$ cat src/rtl/sa_tile_scheduler_if.sv
// Control/address bundle between the tile scheduler and its environment:
// start/config handshake, A/B/C SRAM address and enable lanes, PE array control.
interface sa_tile_scheduler_if #(
  parameter int ADDR_W = 11,
  parameter int DIM_W  = 8
);
  logic                start;
  logic [DIM_W-1:0]    cfg_m;
  logic [DIM_W-1:0]    cfg_n;
  logic [DIM_W-1:0]    cfg_k;
  logic [4*ADDR_W-1:0] addrA;
  logic [4*ADDR_W-1:0] addrB;
  logic [3:0]          a_valid;
  logic [3:0]          b_valid;
  logic                pe_clear;
  logic [1:0]          drain_sel;
  logic [4*ADDR_W-1:0] addrC;
  logic [3:0]          wenC;
  logic                busy;
  logic                finish;
  logic                cfg_err;

  modport master (
    output start, cfg_m, cfg_n, cfg_k,
    input  addrA, addrB, a_valid, b_valid, pe_clear, drain_sel,
    input  addrC, wenC, busy, finish, cfg_err
  );

  modport slave (
    input  start, cfg_m, cfg_n, cfg_k,
    output addrA, addrB, a_valid, b_valid, pe_clear, drain_sel,
    output addrC, wenC, busy, finish, cfg_err
  );
endinterface

$ cat src/rtl/sa_tile_scheduler.sv
// Tile sequencer for a 4x4 systolic array: walks 4x4 output tiles of C = A*B,
// issuing skewed A/B reads, per-tile accumulator clears and row-by-row C drains.
module sa_tile_scheduler #(
  parameter int ADDR_W    = 11,
  parameter int DIM_W     = 8,
  parameter int FLUSH_CYC = 4
) (
  input logic                  clk,
  input logic                  rst_n,
  sa_tile_scheduler_if.slave   sched
);

  localparam int T_W    = DIM_W + 1;
  localparam int TILE_W = DIM_W - 2;
  localparam int FC_W   = $clog2(FLUSH_CYC + 1);

  typedef enum logic [2:0] {
    S_IDLE,
    S_CLEAR,
    S_FEED,
    S_FLUSH,
    S_DRAIN,
    S_DONE
  } state_e;

  state_e              state_q;
  logic [T_W-1:0]      t_q;
  logic [FC_W-1:0]     fcnt_q;
  logic [TILE_W-1:0]   ti_q, tj_q;
  logic [TILE_W-1:0]   mt_q, nt_q;
  logic [DIM_W-1:0]    k_q;

  logic [4*ADDR_W-1:0] addr_a_q, addr_b_q, addr_c_q;
  logic [3:0]          a_valid_q, b_valid_q, wen_c_q;
  logic                pe_clear_q, busy_q, finish_q, cfg_err_q;
  logic [1:0]          drain_sel_q;

  logic [T_W-1:0]      t_d;
  logic [T_W-1:0]      t_last;
  logic [ADDR_W-1:0]   base_a, base_b;
  logic [TILE_W-1:0]   mt_last, nt_last;
  logic                cfg_ok;

  assign t_d     = t_q + 1'b1;
  assign t_last  = T_W'(k_q) + T_W'(2);
  assign base_a  = ADDR_W'(ti_q) * ADDR_W'(k_q);
  assign base_b  = ADDR_W'(tj_q) * ADDR_W'(k_q);
  assign mt_last = mt_q - TILE_W'(1);
  assign nt_last = nt_q - TILE_W'(1);

  assign cfg_ok = (sched.cfg_m != '0) && (sched.cfg_m[1:0] == 2'b00) &&
                  (sched.cfg_n != '0) && (sched.cfg_n[1:0] == 2'b00) &&
                  (sched.cfg_k != '0) && (sched.cfg_k[1:0] == 2'b00);

  // Lane r sees element k = t - r; outside [0, K) the address is clamped to the nearest edge.
  function automatic logic [ADDR_W-1:0] feed_addr(input logic [ADDR_W-1:0] base,
                                                  input logic [T_W-1:0]    t,
                                                  input int                lane,
                                                  input logic [DIM_W-1:0]  k);
    int d;
    d = int'(t) - lane;
    if (d < 0) d = 0;
    else if (d >= int'(k)) d = int'(k) - 1;
    return base + ADDR_W'(d);
  endfunction

  function automatic logic lane_in_range(input logic [T_W-1:0]   t,
                                         input int               lane,
                                         input logic [DIM_W-1:0] k);
    int d;
    d = int'(t) - lane;
    return (d >= 0) && (d < int'(k));
  endfunction

  function automatic logic [ADDR_W-1:0] c_addr(input logic [TILE_W-1:0] ti,
                                               input logic [TILE_W-1:0] tj,
                                               input logic [1:0]        row,
                                               input logic [TILE_W-1:0] nt);
    return ((ADDR_W'(ti) << 2) + ADDR_W'(row)) * ADDR_W'(nt) + ADDR_W'(tj);
  endfunction

  // NOTE: every register in this block is assigned with <= so all updates take effect
  // together at the edge; a blocking = here would let later lines see half-updated state.
  always_ff @(posedge clk or negedge rst_n) begin
    if (!rst_n) begin
      state_q     <= S_IDLE;
      t_q         <= '0;
      fcnt_q      <= '0;
      ti_q        <= '0;
      tj_q        <= '0;
      mt_q        <= '0;
      nt_q        <= '0;
      k_q         <= '0;
      addr_a_q    <= '0;
      addr_b_q    <= '0;
      addr_c_q    <= '0;
      a_valid_q   <= '0;
      b_valid_q   <= '0;
      wen_c_q     <= '1;
      pe_clear_q  <= 1'b0;
      drain_sel_q <= '0;
      busy_q      <= 1'b0;
      finish_q    <= 1'b0;
      cfg_err_q   <= 1'b0;
    end else begin
      pe_clear_q <= 1'b0;
      finish_q   <= 1'b0;
      case (state_q)
        S_IDLE: begin
          if (sched.start) begin
            mt_q      <= sched.cfg_m[DIM_W-1:2];
            nt_q      <= sched.cfg_n[DIM_W-1:2];
            k_q       <= sched.cfg_k;
            ti_q      <= '0;
            tj_q      <= '0;
            t_q       <= '0;
            cfg_err_q <= !cfg_ok;
            if (cfg_ok) begin
              state_q    <= S_CLEAR;
              busy_q     <= 1'b1;
              pe_clear_q <= 1'b1;
            end else begin
              state_q  <= S_DONE;
              finish_q <= 1'b1;
            end
          end
        end

        S_CLEAR: begin
          state_q   <= S_FEED;
          t_q       <= '0;
          a_valid_q <= '0;
          b_valid_q <= '0;
          for (int r = 0; r < 4; r++) begin
            addr_a_q[r*ADDR_W +: ADDR_W] <= feed_addr(base_a, '0, r, k_q);
            addr_b_q[r*ADDR_W +: ADDR_W] <= feed_addr(base_b, '0, r, k_q);
          end
        end

        S_FEED: begin
          // Valids trail the address by one cycle to line up with the SRAM read data.
          for (int r = 0; r < 4; r++) begin
            a_valid_q[r] <= lane_in_range(t_q, r, k_q);
            b_valid_q[r] <= lane_in_range(t_q, r, k_q);
          end
          if (t_q == t_last) begin
            state_q <= S_FLUSH;
            fcnt_q  <= '0;
          end else begin
            t_q <= t_d;
            for (int r = 0; r < 4; r++) begin
              addr_a_q[r*ADDR_W +: ADDR_W] <= feed_addr(base_a, t_d, r, k_q);
              addr_b_q[r*ADDR_W +: ADDR_W] <= feed_addr(base_b, t_d, r, k_q);
            end
          end
        end

        S_FLUSH: begin
          a_valid_q <= '0;
          b_valid_q <= '0;
          if (fcnt_q == FC_W'(FLUSH_CYC - 1)) begin
            state_q     <= S_DRAIN;
            drain_sel_q <= 2'd0;
            wen_c_q     <= '0;
            addr_c_q    <= {4{c_addr(ti_q, tj_q, 2'd0, nt_q)}};
          end else begin
            fcnt_q <= fcnt_q + 1'b1;
          end
        end

        S_DRAIN: begin
          if (drain_sel_q != 2'd3) begin
            drain_sel_q <= drain_sel_q + 2'd1;
            addr_c_q    <= {4{c_addr(ti_q, tj_q, drain_sel_q + 2'd1, nt_q)}};
          end else begin
            drain_sel_q <= 2'd0;
            wen_c_q     <= '1;
            if ((tj_q == nt_last) && (ti_q == mt_last)) begin
              state_q  <= S_DONE;
              finish_q <= 1'b1;
              busy_q   <= 1'b0;
            end else begin
              // Row-major tile walk: column tile index advances first.
              if (tj_q == nt_last) begin
                tj_q <= '0;
                ti_q <= ti_q + 1'b1;
              end else begin
                tj_q <= tj_q + 1'b1;
              end
              state_q    <= S_CLEAR;
              pe_clear_q <= 1'b1;
            end
          end
        end

        S_DONE: begin
          state_q <= S_IDLE;
        end

        default: begin
          state_q <= S_IDLE;
        end
      endcase
    end
  end

  assign sched.addrA     = addr_a_q;
  assign sched.addrB     = addr_b_q;
  assign sched.addrC     = addr_c_q;
  assign sched.a_valid   = a_valid_q;
  assign sched.b_valid   = b_valid_q;
  assign sched.wenC      = wen_c_q;
  assign sched.pe_clear  = pe_clear_q;
  assign sched.drain_sel = drain_sel_q;
  assign sched.busy      = busy_q;
  assign sched.finish    = finish_q;
  assign sched.cfg_err   = cfg_err_q;

endmodule

$ cat src/flat_wrapper.sv
// flat-port wrapper written by rule: the top's interface ports become plain ports
module sa_tile_scheduler_flat 
#(
  parameter int ADDR_W    = 11,
  parameter int DIM_W     = 8,
  parameter int FLUSH_CYC = 4
)
  (clk, rst_n, sched_start, sched_cfg_m, sched_cfg_n, sched_cfg_k, sched_addrA, sched_addrB, sched_a_valid, sched_b_valid, sched_pe_clear, sched_drain_sel, sched_addrC, sched_wenC, sched_busy, sched_finish, sched_cfg_err);
  sa_tile_scheduler_if #(.ADDR_W(ADDR_W), .DIM_W(DIM_W)) sched_i ();
  input logic clk;
  input logic rst_n;
  input wire logic [$bits(sched_i.start)-1:0] sched_start;
  input wire logic [$bits(sched_i.cfg_m)-1:0] sched_cfg_m;
  input wire logic [$bits(sched_i.cfg_n)-1:0] sched_cfg_n;
  input wire logic [$bits(sched_i.cfg_k)-1:0] sched_cfg_k;
  output wire logic [$bits(sched_i.addrA)-1:0] sched_addrA;
  output wire logic [$bits(sched_i.addrB)-1:0] sched_addrB;
  output wire logic [$bits(sched_i.a_valid)-1:0] sched_a_valid;
  output wire logic [$bits(sched_i.b_valid)-1:0] sched_b_valid;
  output wire logic [$bits(sched_i.pe_clear)-1:0] sched_pe_clear;
  output wire logic [$bits(sched_i.drain_sel)-1:0] sched_drain_sel;
  output wire logic [$bits(sched_i.addrC)-1:0] sched_addrC;
  output wire logic [$bits(sched_i.wenC)-1:0] sched_wenC;
  output wire logic [$bits(sched_i.busy)-1:0] sched_busy;
  output wire logic [$bits(sched_i.finish)-1:0] sched_finish;
  output wire logic [$bits(sched_i.cfg_err)-1:0] sched_cfg_err;
  assign sched_i.start = sched_start;
  assign sched_i.cfg_m = sched_cfg_m;
  assign sched_i.cfg_n = sched_cfg_n;
  assign sched_i.cfg_k = sched_cfg_k;
  assign sched_addrA = sched_i.addrA;
  assign sched_addrB = sched_i.addrB;
  assign sched_a_valid = sched_i.a_valid;
  assign sched_b_valid = sched_i.b_valid;
  assign sched_pe_clear = sched_i.pe_clear;
  assign sched_drain_sel = sched_i.drain_sel;
  assign sched_addrC = sched_i.addrC;
  assign sched_wenC = sched_i.wenC;
  assign sched_busy = sched_i.busy;
  assign sched_finish = sched_i.finish;
  assign sched_cfg_err = sched_i.cfg_err;
  sa_tile_scheduler #(.ADDR_W(ADDR_W), .DIM_W(DIM_W), .FLUSH_CYC(FLUSH_CYC)) u_core (.clk(clk), .rst_n(rst_n), .sched(sched_i));
endmodule
$ cat config.mk
export PLATFORM = sky130hd
export DESIGN_NAME = sa_tile_scheduler_flat
export DESIGN_NICKNAME = d
export VERILOG_FILES = /design/src/rtl/sa_tile_scheduler_if.sv /design/src/rtl/sa_tile_scheduler.sv /design/src/flat_wrapper.sv
export SDC_FILE = /design/constraint.sdc
export NUM_CORES = 1
export LEC_CHECK = 0
export CAP_MARGIN = 25
export CORE_MARGIN = 8
export CORE_UTILIZATION = 45
export DETAILED_ROUTE_END_ITERATION = 7
export GPL_TIMING_DRIVEN = 0
export HOLD_SLACK_MARGIN = 0.12
export PLACE_DENSITY = 0.73
export SLEW_MARGIN = 20
export SYNTH_ARGS = -nofsm -noshare
export SYNTH_HDL_FRONTEND = slang
export SYNTH_SLANG_ARGS = --single-unit
export TNS_END_PERCENT = 100
$ cat constraint.sdc
create_clock -name clk -period 8.15 [get_ports clk]
set_clock_uncertainty 0.05 [all_clocks]
set_input_delay 1.2225 -clock clk [delete_from_list [all_inputs] [get_ports clk]]
set_output_delay 1.2225 -clock clk [all_outputs]
set_load 0.01 [all_outputs]
==> out/metrics.yaml <==
drive_above_1_share: 0.05164
timing.fmax_mhz: 130.8
cts_buffers: 17
cts_sinks: 157
num_rows: 73
post-cts-setup-buffers: 0
drtIter0Drc: 1379
p_per_area_nw_per_um2: 78.28
synth_area_um2: 17790
finalInstanceArea_um2: 20870
hold_viol: 0
clkTransAtPathRegs_ns: 0.07
grt.met3_usage: 0.04045
ys_types: 79
grt_pass1_wl_um: 88260
worstReg2RegStart: "u_core.t_q[0]"
use_met2: 0.3778
grt-ovfl-total: 0
setup_violations: 0
core_area_um2: 39370
yosysSeqAreaShare: 0.2209
ys_ff_latch: 157
met1_usage: 0.3198
finalCritPeriodShare: 0.9383
place.gp.congestion: 0.9763
power_mw: 1.634
synth_nets: 2468
die_area_um2: 46160
synth_area_per_cell_um2: 8.346
whs_ns: 0.4307
startpoint_type: "flop"
vias: 15950
drt-vias-per-instance: 5.562
grt_util_all_layers: 0.2387
dp_cells: 2835
fin_crit_ns: 7.648
firstDrtPassIters: 5
drc: 0
async_flop_share: 1.000
synth_flop_cell: "dfrtp_1"
grt_max_degree: 89
pin_count: 177
maxCapViolations: 0
hold_path_end: "u_core.sched.addrA[17]"
portBuffers: 176
status: "finished, final reports clean"
cpMostUsedCell: "a21o_1"
dp_hpwl_um: 45400
cts_root_buf: "clkbuf_16"
rr_endpoint: "u_core.sched.addrA[21]"
die_h_um: 214.9
syn-instance-count: 2132
clkLatencyLatePin_ns: 0.47
whs_path_depth: 2
synth_edf_count: 0
cts_buffer_depth: 2
fin_cells: 2868
n_fill_cell: 3660
crit_arrival_ns: 7.94
cellLeakagePower_nw: 10.16
setup_tns_ns: 0
cts_tree: "yes"
first_global_vias: 15750
ant_nets: 0
place_area_um2: 20260
crit_fanout: 10
rsz0062_at_grt: "false"
hp-class: "reg -> reg"
maxSlewViolCount: 0
max_stage_delay_ns: 0.51
reg2reg_depth: 29
slew_headroom: 0.2502
tightest_slew_ns: 1.117
final_net_count: 2666
slowest_stage: "dfrtp_1"
drt-wirelength-per-cell_um: 19.47
cp-end-kind: "flop"
antenna_found_initial: 0
ys.warnings.count: 0
r2r_slack_ns: 0.50
crit_required_ns: 8.44
crit_type: "reg -> reg"
die_x_um: 214.9
h-tree-depth: 4
irDropWorstVdd_uv: 124.6
wl_um: 55850
hp-start: "u_core.sched.addrA[17]"
start_util: 0.4520
top_usage_layer: "met2"
diodes: 0
area_growth_pct: 17.30
[critical path: cells and delay by family, from the launching register on]
kind	cells	cell delay [ns]
buffers and inverters	4	1.24
XOR/XNOR	1	0.22
AND/OR/NAND/NOR	4	0.70
adder cells (fa/ha/maj)	5	1.70
flip-flops	1	0.51
AO/OA/AOI/OAI	15	3.08
[sequential cells by signal, indices dropped and copies added, names as in the netlist]
register                flops
u_core.sched.addrA         44
u_core.sched.addrB         44
u_core.sched.addrC         11
u_core.t_q                  9
u_core.k_q                  8
u_core.mt_q                 6
u_core.nt_q                 6
u_core.ti_q                 6
u_core.tj_q                 6
u_core.sched.a_valid        4
u_core.fcnt_q               3
u_core.state_q              3
u_core.sched.drain_sel      2
u_core.sched.busy           1
u_core.sched.cfg_err        1
u_core.sched.finish         1
u_core.sched.pe_clear       1
u_core.sched.wenC           1
[how the worst max path moves through the flow]
stage | start | end | slack [ns] | cells after the start
floorplan | u_core.t_q[1] | u_core.sched.addrB[43] | 2.03 | 31
global placement | rst_n | u_core.t_q[8] | -0.68 | 1
detailed placement | u_core.t_q[1] | u_core.sched.addrA[21] | 0.45 | 29
CTS | u_core.t_q[1] | u_core.sched.addrA[21] | 0.40 | 29
global route | u_core.t_q[0] | u_core.sched.addrA[21] | 0.004 | 29
finish | u_core.t_q[0] | u_core.sched.addrA[21] | 0.50 | 29
[through the flow]
stage          utilization  worst slack, ns
6_report            0.5302           0.5025
5_1_grt             0.5302         0.003510
4_1_cts             0.5294           0.4039
3_5_place_dp        0.5146           0.4489
3_3_place_gp        0.5134          -0.6766
2_1_floorplan            -            2.030
[synth_stat cells, types with 5 or more instances]
master    count  area share
nor3_1       24      0.0068
dfrtp_1     156        0.22
a21o_1       43       0.018
and2_1       57       0.020
mux2_2        9      0.0057
nor2b_1      22      0.0077
o21ai_0     143       0.040
o31ai_1      16      0.0068
o21a_1        6      0.0025
inv_1       194       0.041
xnor2_1     122       0.060
ha_1        223        0.16
nand2b_1     21      0.0074
fa_1         86       0.097
buf_2         9      0.0025
nand4_1      13      0.0046
a21boi_0      9      0.0038
nand3b_1      5      0.0021
a32o_1        5      0.0028
or3_1         8      0.0028
a211oi_1      9      0.0038
buf_1         7      0.0015
mux2i_1      24       0.014
o21ai_1      11      0.0031
buf_4        40       0.017
nand3_1      35      0.0098
clkbuf_1     80       0.017
a31oi_1       7      0.0025
a22o_1        6      0.0030
o21bai_1     38       0.016
or4_1         7      0.0030
a21oi_1     171       0.048
nor2_1      121       0.026
xor2_1       61       0.030
nand2_1     269       0.057
and3_1        7      0.0025
[logic make-up (layout without fill, tap and decap cells)]
kind of cell               count (synthesis)  count (layout)  share of synthesized area
AOI/OAI and AO/OA                        503             503                     0.1721
xor gates and xnor gates                 185             185                    0.09261
adders and majority gates                311             311                     0.2548
buffers and inverters                    332             543                    0.07995
DFF                                      157             157                     0.2209
muxes                                     34              34                    0.02046
and+or+nand+nor                          610             610                     0.1592
[cell type report]
type / count / area, um^2 / area share
Inverter: 194 / 728.2 / 0.03489
Sequential cell: 157 / 3930 / 0.1883
Clock inverter: 12 / 125.1 / 0.005995
Buffer: 138 / 694.4 / 0.03327
Clock buffer: 20 / 456.7 / 0.02188
Multi-Input combinational cell: 1643 / 12470 / 0.5975
Tap cell: 525 / 656.9 / 0.03147
Timing Repair Buffer: 179 / 1809 / 0.08669
[power breakdown]
part | total [mW] | internal (mW) | switching (mW)
Sequential | 0.779 | 0.779 | 0
Clock | 0.822 | 0.445 | 0.377
Combinational | 0.0325 | 0.0132 | 0.0193
[cells in the final DEF (no fill, tap or decap), types with 6 or more instances in the layout]
cell,synthesis,routed
a211oi_1,9,8
a21boi_0,9,9
a21o_1,43,43
a21oi_1,171,171
a22o_1,6,6
a31oi_1,7,7
and2_1,57,57
and3_1,7,7
buf_1,7,8
buf_2,9,9
buf_4,40,41
clkbuf_1,80,80
clkbuf_16,0,17
clkdlybuf4s50_1,0,175
dfrtp_1,156,156
fa_1,86,86
ha_1,223,223
inv_1,194,194
mux2_2,9,9
mux2i_1,24,24
nand2_1,269,269
nand2b_1,21,21
nand3_1,35,35
nand4_1,13,13
nor2_1,121,121
nor2b_1,22,22
nor3_1,24,22
o21a_1,6,6
o21ai_0,143,143
o21ai_1,11,11
o21bai_1,38,38
o31ai_1,16,16
or3_1,8,8
or4_1,7,7
xnor2_1,122,122
xor2_1,61,60
[per-layer routing]
layer	share of wire	wire length, um
met3	0.067	3717
met5	0	0
met4	0.039	2152
met1	0.44	24820
met2	0.45	25160
[repair_timing]
action / 4_1_cts / 5_1_grt
hold endpoints to repair: 0 / 0
hold buffers: 0 / 0
setup endpoints to repair: 0 / 2
resized for setup: 0 / 4
(Power assumes the default switching activity.)
